## src/rtl/multicycle_fsm.sv

```systemverilog
// Multicycle RV32I control FSM: FETCH/DECODE/EXEC/MEM/WB/TRAP with outputs decoded
// combinationally from the registered state and the live instruction fields and flags.
module multicycle_fsm (
  input  logic       clk,
  input  logic       rst_n,
  input  logic [6:0] opcode,
  input  logic [2:0] funct3,
  input  logic       funct7_5,
  input  logic       zero,
  input  logic       lt,
  input  logic       ltu,
  input  logic       mem_ready,
  output logic       pc_we,
  output logic       ir_we,
  output logic       regwrite,
  output logic       mem_req,
  output logic       mem_we,
  output logic       iord,
  output logic [1:0] pc_src,
  output logic [1:0] wb_sel,
  output logic [1:0] alusrc_a,
  output logic       alusrc_b,
  output logic [3:0] aluctl,
  output logic [2:0] state,
  output logic       retire,
  output logic       illegal
);
  typedef enum logic [2:0] {
    S_FETCH  = 3'd0,
    S_DECODE = 3'd1,
    S_EXEC   = 3'd2,
    S_MEM    = 3'd3,
    S_WB     = 3'd4,
    S_TRAP   = 3'd7
  } state_t;

  localparam logic [6:0] OP_R     = 7'b0110011;
  localparam logic [6:0] OP_I     = 7'b0010011;
  localparam logic [6:0] OP_LD    = 7'b0000011;
  localparam logic [6:0] OP_ST    = 7'b0100011;
  localparam logic [6:0] OP_BR    = 7'b1100011;
  localparam logic [6:0] OP_JAL   = 7'b1101111;
  localparam logic [6:0] OP_JALR  = 7'b1100111;
  localparam logic [6:0] OP_LUI   = 7'b0110111;
  localparam logic [6:0] OP_AUIPC = 7'b0010111;

  state_t r_state, w_next;

  logic w_is_r, w_is_i, w_is_ld, w_is_st, w_is_br;
  logic w_is_jal, w_is_jalr, w_is_lui, w_is_auipc;
  logic w_legal, w_taken;
  logic [3:0] w_alu_ctl;

  assign w_is_r     = (opcode == OP_R);
  assign w_is_i     = (opcode == OP_I);
  assign w_is_ld    = (opcode == OP_LD);
  assign w_is_st    = (opcode == OP_ST);
  assign w_is_br    = (opcode == OP_BR);
  assign w_is_jal   = (opcode == OP_JAL);
  assign w_is_jalr  = (opcode == OP_JALR);
  assign w_is_lui   = (opcode == OP_LUI);
  assign w_is_auipc = (opcode == OP_AUIPC);

  // Branch funct3 010/011 has no defined comparison, so it traps like an unknown opcode.
  assign w_legal = (w_is_r | w_is_i | w_is_ld | w_is_st | w_is_jal | w_is_jalr |
                    w_is_lui | w_is_auipc | (w_is_br & (funct3[2:1] != 2'b01)));

  always_comb begin
    w_taken = 1'b0;
    case (funct3)
      3'b000:  w_taken = zero;
      3'b001:  w_taken = ~zero;
      3'b100:  w_taken = lt;
      3'b101:  w_taken = ~lt;
      3'b110:  w_taken = ltu;
      3'b111:  w_taken = ~ltu;
      default: w_taken = 1'b0;
    endcase
  end

  // funct7_5 only means SUB for R-type; for I-type it is immediate bits except on shifts.
  always_comb begin
    w_alu_ctl = 4'b0000;
    case (funct3)
      3'b000:  w_alu_ctl = (w_is_r && funct7_5) ? 4'b0110 : 4'b0010;
      3'b001:  w_alu_ctl = 4'b0100;
      3'b010:  w_alu_ctl = 4'b0111;
      3'b011:  w_alu_ctl = 4'b1001;
      3'b100:  w_alu_ctl = 4'b0011;
      3'b101:  w_alu_ctl = funct7_5 ? 4'b1000 : 4'b0101;
      3'b110:  w_alu_ctl = 4'b0001;
      default: w_alu_ctl = 4'b0000;
    endcase
  end

  always_ff @(posedge clk) begin
    if (!rst_n) r_state <= S_FETCH;
    else        r_state <= w_next;
  end

  assign state = r_state;

  always_comb begin
    w_next   = r_state;
    pc_we    = 1'b0;
    ir_we    = 1'b0;
    regwrite = 1'b0;
    mem_req  = 1'b0;
    mem_we   = 1'b0;
    iord     = 1'b0;
    pc_src   = 2'b00;
    wb_sel   = 2'b00;
    alusrc_a = 2'b00;
    alusrc_b = 1'b0;
    aluctl   = 4'b0000;
    retire   = 1'b0;
    illegal  = 1'b0;
    case (r_state)
      S_FETCH: begin
        mem_req = 1'b1;
        if (mem_ready) begin
          ir_we  = 1'b1;
          pc_we  = 1'b1;
          w_next = S_DECODE;
        end
      end
      S_DECODE: w_next = w_legal ? S_EXEC : S_TRAP;
      S_EXEC: begin
        w_next = S_WB;
        if (w_is_br) begin
          aluctl = 4'b0110;
          retire = 1'b1;
          w_next = S_FETCH;
          if (w_taken) begin
            pc_we  = 1'b1;
            pc_src = 2'b01;
          end
        end else if (w_is_jal || w_is_jalr) begin
          pc_we    = 1'b1;
          pc_src   = w_is_jalr ? 2'b10 : 2'b01;
          alusrc_a = w_is_jal ? 2'b01 : 2'b00;
          alusrc_b = 1'b1;
          aluctl   = 4'b0010;
        end else if (w_is_ld || w_is_st) begin
          alusrc_b = 1'b1;
          aluctl   = 4'b0010;
          w_next   = S_MEM;
        end else if (w_is_lui || w_is_auipc) begin
          alusrc_a = w_is_lui ? 2'b10 : 2'b01;
          alusrc_b = 1'b1;
          aluctl   = 4'b0010;
        end else if (w_is_r || w_is_i) begin
          alusrc_b = w_is_i;
          aluctl   = w_alu_ctl;
        end else begin
          w_next = S_TRAP;
        end
      end
      S_MEM: begin
        mem_req = 1'b1;
        iord    = 1'b1;
        mem_we  = w_is_st;
        if (mem_ready) begin
          retire = w_is_st;
          w_next = w_is_st ? S_FETCH : S_WB;
        end
      end
      S_WB: begin
        regwrite = 1'b1;
        retire   = 1'b1;
        wb_sel   = w_is_ld ? 2'b01 : ((w_is_jal || w_is_jalr) ? 2'b10 : 2'b00);
        w_next   = S_FETCH;
      end
      S_TRAP: begin
        illegal = 1'b1;
        w_next  = S_TRAP;
      end
      default: w_next = S_FETCH;
    endcase
  end
endmodule

```

## config.mk

```make
export PLATFORM = sky130hd
export DESIGN_NAME = multicycle_fsm
export DESIGN_NICKNAME = d
export VERILOG_FILES = /design/src/rtl/multicycle_fsm.sv
export SDC_FILE = /design/constraint.sdc
export NUM_CORES = 1
export LEC_CHECK = 0
export ABC_AREA = 0
export BUFFER_PORTS_ARGS = -buffer_cell sky130_fd_sc_hd__buf_2
export CAP_MARGIN = 20
export CORE_MARGIN = 2
export CORE_UTILIZATION = 45
export DETAILED_ROUTE_END_ITERATION = 16
export GPL_ROUTABILITY_DRIVEN = 0
export PLACE_DENSITY = 0.92
export RECOVER_POWER = 25
export SETUP_SLACK_MARGIN = 0.3
export SLEW_MARGIN = 20
export SYNTH_ARGS = -nofsm -noshare
export SYNTH_HDL_FRONTEND = slang
export SYNTH_SLANG_ARGS = --single-unit
```

## constraint.sdc

```tcl
create_clock -name clk -period 4.2 [get_ports clk]
set_input_delay 0.21 -clock clk [delete_from_list [all_inputs] [get_ports clk]]
set_output_delay 0.21 -clock clk [all_outputs]
set_load 0.005 [all_outputs]
```

==> reports/metrics.yaml, run 1 <==
synth_ff_type: "dfxtp_1"
worstRegToRegCells: 4
dr.first_iter.drc_count: 20
yosysWarnings: 0
cts-root-buf: "clkbuf_4"
wire_per_inst_um: 13.2
synthTopCellsByArea: "a21oi_1 (12%), nor3_1 (10%), dfxtp_1 (9.2%)"
nets: 160
synth_edf_count: 0
critPathRequiredTime_ns: 3.99
period_minus_slack_ns: 1.84
hold_violations: 0
p_total_mw: 0.297
area_growth_pct: 31.9
ctsResizeCount: 0
port-buffer-count: 38
grt_pass1_wl_um: 3290
hpwlAfterDp_um: 1580
fill_cells: 132
tns_ns: 0
drv_slew: 0
cts.sinks: 3
rr_endpoint: "state[2]"
grt-ovfl-total: 0
worstMarginPinSlew_ns: 0.653
ctsHtreeMaxLevel: 1
grt_pass1_vias: 820
vias: 933
syn_inst: 106
netlist_area_um2: 651
rsz0062_at_grt: "no"
die_height_um: 42.0
async_flop_share_pct: 0
timing.rr.start: "state[2]"
hold_buffers: 0
ir_drop_mv: 0.285
initial_core_util_pct: 48.8
power.density_nw_per_um2: 346
drc: 0
min_path_type: "input port to register"
critPathCapture: "pc_we"
cts.reportedPaths.clkPinSlew_ns: 0.04
core_area_um2: 1330
critical_path.startpoint: "state[2]"
yosys.area.top_type: "a21oi_1"
row_count: 13
ctsLongestPathBuffers: 2
grt_max_degree: 18
path_cells: "or3_1, o31ai_1, buf_2"
drtPass1Iterations: 4
drt.antenna.violating_nets: 0
slowest_delay_ns: 0.53
antenna_found_initial: 0
finClkSkew_ns: 0.00342
synth_top_area_share_pct: 12.3
status: "finished clean"
vias_per_cell: 5.94
critical-path-slowest-cell: "or3_1"
cp_max_fo: 17
io_pins: 39
wl_um: 2070
post-cts-setup-buffers: 0
clock_latency_ns: 0.23
cts_tree: "done"
drive_gt1_share_pct: 30.3
synth.distinct_cells: 34
gr-usage-all-layers_pct: 23.1
dieArea_um2: 1770
ys_seq_area_share_pct: 9.23
largest_register_ffs: 3
syn-mean-instance-area_um2: 6.14
r2r_slack_ns: 2.55
cp.arrival_ns: 1.63
ys_seq_elements: 3
dieWidth_um: 42.0
cap_violations: 0
timing.fmax_mhz: 543
diodes: 0
syn_nets: 123
regArea_um2: 60.1
cp-start-kind: "register"
p_leak_nw: 0.413
critical_path_class: "register to output port"
setup_viol: 0
end_kind: "output port"
multi_input_area_um2: 543
finalCritPeriodShare_pct: 43.9
slew_headroom_pct: 55.3
cts-buffers-inserted: 3
## report_power, final
group	internal (mW)	leakage, nW	total (mW)	switching [mW]
Clock	0.0355	0.0150	0.0493	0.0138
Combinational	0.0829	0.374	0.176	0.0930
Sequential	0.0400	0.0246	0.0722	0.0322
## cells in the final DEF (no fill, tap or decap)
cell and count:
and3b_1 1, o221a_2 1, clkbuf_1 3, a2111oi_0 1, o311a_1 1, nand2_1 9, o31a_1 2, clkbuf_4 3
mux2i_1 1, o22ai_1 3, or4b_1 1, xnor2_1 1, or2_2 1, buf_2 36, nor2b_1 3, dfxtp_1 3
nor2_1 10, a21boi_0 1, nand2b_1 1, xor2_1 3, inv_2 1, inv_1 5, o31ai_1 1, nor4_1 1
nand4bb_4 1, or3_1 3, nor3_1 13, nand3b_1 5, a211oi_1 1, o21ai_1 2, nand3_1 2, o21ai_0 4
a21oi_1 16, and3_1 2
## cell type report
cell class / count / share of cell area [%]
Sequential cell: 3 / 7.00
Inverter: 6 / 2.62
Multi-Input combinational cell: 91 / 63.3
Tap cell: 15 / 2.19
Timing Repair Buffer: 38 / 21.9
Clock buffer: 4 / 3.06
## worst max-delay path, delay by kind of cell (launching register included)
kind            cells  cell delay [ns]
compound gates      1             0.27
simple gates        1             0.53
flops               1             0.45
buf+inv             1             0.15
## logic make-up after synthesis
group / count (synthesis) / synth area share, %
mux: 1 / 1.54
flops: 3 / 9.23
compound gates: 33 / 30.6
xor+xnor: 4 / 5.39
buf+inv: 12 / 7.31
simple gates: 53 / 46.0
## through the flow
stage | cell area (µm²) | hold slack (ns) | utilization [%] | instances | setup slack, ns
2_1_floorplan | 651 | 0.341 | - | 106 | 2.69
3_3_place_gp | 835 | 0.471 | 62.6 | 153 | 2.54
3_5_place_dp | 835 | 0.475 | 62.6 | 153 | 2.46
4_1_cts | 861 | 0.230 | 64.5 | 157 | 2.35
5_1_grt | 858 | 0.234 | 64.4 | 157 | 2.25
6_report | 858 | 0.236 | 64.4 | 157 | 2.36
## Yosys cell counts, types with 2 or more instances
| master | instances |
|---|---|
| xor2_1 | 3 |
| nor2b_1 | 3 |
| o21ai_1 | 2 |
| inv_1 | 5 |
| nand3_1 | 2 |
| o21ai_0 | 4 |
| dfxtp_1 | 3 |
| nand2_1 | 9 |
| a21oi_1 | 16 |
| or3_1 | 3 |
| nand3b_1 | 5 |
| clkbuf_1 | 4 |
| o22ai_1 | 3 |
| nor2_1 | 10 |
| nor3_1 | 13 |
| and3_1 | 2 |
| o31a_1 | 2 |
## routing by layer
layer / part of all wire [%] / wire length, µm / global-route usage [%] / vias to the layer above
li1: - / - / - / 467
met1: 42 / 864 / 28.9 / 409
met2: 49 / 1010 / 39.1 / 53
met3: 8.4 / 174 / 3.45 / 4
met4: 0.77 / 16 / 10.0 / 0
met5: 0 / 0 / 0 / -
## how the worst min path moves through the flow
| stage | endpoint | slack [ns] | startpoint | cells after the start |
|---|---|---|---|---|
| 2_1_floorplan | state[2] | 0.34 | rst_n | 1 |
| 3_3_place_gp | state[2] | 0.47 | rst_n | 2 |
| 3_5_place_dp | state[2] | 0.47 | rst_n | 2 |
| 4_1_cts | state[2] | 0.23 | rst_n | 2 |
| 5_1_grt | state[2] | 0.23 | rst_n | 2 |
| 6_report | state[2] | 0.24 | rst_n | 2 |
(Power assumes the default switching activity.)
==> run 2, diff against run 1 <==
- CORE_UTILIZATION: 45 -> 42
- PLACE_DENSITY: 0.92 -> 0.87
- clock period: 4.2 -> 1.7 ns (I/O delays scaled with it)
==> reports/metrics.yaml, run 2 (synthesis gave the netlist of run 1 again) <==
status: "finished clean"
r2r_slack_ns: 0.18  # -2.37 ns
finalCritPeriodShare_pct: 92.5
p_leak_nw: 0.523  # +26%
holdWs_ns: 0.131  # -0.105 ns
pre_cts_ws_ns: 0.142  # -2.32 ns
setup_viol: 0  # unchanged
largest_register_ffs: 3  # unchanged
share_comb_of_total_power_pct: 73.2  # +14 points
slew_headroom_pct: 77.8  # +22 points
p_total_mw: 1.10  # +270%
timing.fmax_mhz: 636
cts-buffers-inserted: 3  # unchanged
drive_gt1_share_pct: 50.0  # +20 points
min_path_type: "input port to register"
placed_cell_area_um2: 875  # +4.8%
cp-start-kind: "register"
critical_path_class: "register to output port"
vias_per_cell: 6.26  # +5.3%
worst_slack_ns: 0.128  # -2.23 ns
clock_latency_ns: 0.24  # about the same
ir_drop_mv: 0.716  # +150%
ctsLongestPathBuffers: 2  # unchanged
seqPwrFrac_pct: 14.8  # -9.5 points
p_int_mw: 0.605  # +280%
core_area_um2: 1470  # +10%
gr-usage-all-layers_pct: 25.8  # +2.7 points
dieWidth_um: 43.4  # +3.2%
hpwlAfterDp_um: 1580  # -0.24%
hold_violations: 0  # unchanged
final_area_um2: 1090  # +28%
tns_ns: 0  # unchanged
grt_pass1_wl_um: 3730  # +13%
drtPass1Iterations: 4  # unchanged
power.density_nw_per_um2: 1000  # +190%
slowest_delay_ns: 0.38  # -0.15 ns
dieArea_um2: 1880  # +6.5%
grt_max_degree: 12  # -6
cpLargestDelayFamily: "buffers and inverters"
die_height_um: 43.4  # +3.2%
critical-path-slowest-cell: "dfxtp_4"
drt.antenna.violating_nets: 0  # unchanged
antenna_found_initial: 0  # unchanged
fin_cells: 176  # +12%
ctsHtreeMaxLevel: 1  # unchanged
nets: 178  # +11%
cts_tree: "done"
drc: 0  # unchanged
rsz0062_at_grt: "yes"
area_growth_pct: 68.3
end_kind: "output port"
cts-root-buf: "clkbuf_4"
crit_buf_inv: 2  # +1
cp.arrival_ns: 1.49  # -0.14 ns
dr.first_iter.drc_count: 56  # +180%
port-buffer-count: 38  # unchanged
p_switching_mw: 0.494  # +260%
critPathRequiredTime_ns: 1.62  # -2.37 ns
wl_um: 2800  # +36%
diodes: 0  # unchanged
grt-ovfl-total: 0  # unchanged
cap_violations: 0  # unchanged
io_pins: 39  # unchanged
most-common-layout-cells: "buf_2 (37), buf_4 (16), a21oi_1 (14)"
initial_core_util_pct: 44.2  # -4.6 points
worstMarginPinSlew_ns: 0.333  # -0.320 ns
wire_per_inst_um: 15.9  # +21%
layout_commonest_cell: "buf_2"
row_count: 14  # +1
finClkSkew_ns: 0.000819  # -0.00260 ns
path_cells: "clkbuf_1, nand2_1, a21oi_1, buf_2"
period_minus_slack_ns: 1.57
dp_cells: 159  # +3.9%
power.share.clock_pct: 12.1  # -4.5 points
post-route-util_pct: 74.4  # +10 points
grt_pass1_vias: 845  # +3.0%
cts.reportedPaths.clkPinSlew_ns: 0.04  # about the same
cp_max_fo: 7  # -10
cts.sinks: 3  # unchanged
netSwitchingFraction_pct: 45.0  # -1.8 points
drv_slew: 0  # unchanged
vias: 1101  # +18%
## run 2: cell count changes in the layout (fill, tap and decap cells not counted), moves of 2 or more
cell,before,now
a21oi_1,16,14
a21oi_2,0,2
buf_4,0,16
nor2_1,10,8
nor2_2,0,2
nor3_1,13,6
nor3_2,0,7
or3_1,3,1
or3_4,0,2
## run 2: final cells by class
| class | instances | area (µm²) |
|---|---|---|
| multi-input cells | 91 | 636 |
| well taps | 16 | 20.0 |
| clock buffers | 4 | 26.3 |
| repair buffers | 56 | 324 |
| flip-flops and latches | 3 | 63.8 |
| inverters | 6 | 25.0 |
| fillers | 115 | 377 |
## run 2: routing by layer
layer  vias to the layer above  track usage, %  part of all wire, %
li1                        500               -                    -
met1                       509            30.9                   37
met2                        78            44.8                   51
met3                        14            6.25                  9.1
met4                         0            9.09                  3.1
met5                         -               0                    0
## run 2: power groups by stage
stage / clock network (mW) / logic, mW / registers [mW]
2_1_floorplan: 0 / 0.338 / 0.128
3_3_place_gp: 0 / 0.470 / 0.161
3_5_place_dp: 0 / 0.486 / 0.161
4_1_cts: 0.132 / 0.677 / 0.156
5_1_grt: 0.150 / 0.859 / 0.162
6_report: 0.132 / 0.804 / 0.163
## run 2: timing repair
action | 4_1_cts | 5_1_grt
endpoints found under the setup margin | 16 | 18
pin swaps | 4 | 3
hold buffers | 0 | 0
setup buffers | 8 | 5
gates resized for setup | 15 | 15
## run 2: path summary, 6_finish.rpt
| kind | start | end | cells after the start |
|---|---|---|---|
| max | state[0] | mem_req | 4 |
| min | rst_n | state[2] | 2 |
| max reg2reg | state[2] | state[2] | 4 |
| min reg2reg | state[1] | state[2] | 4 |
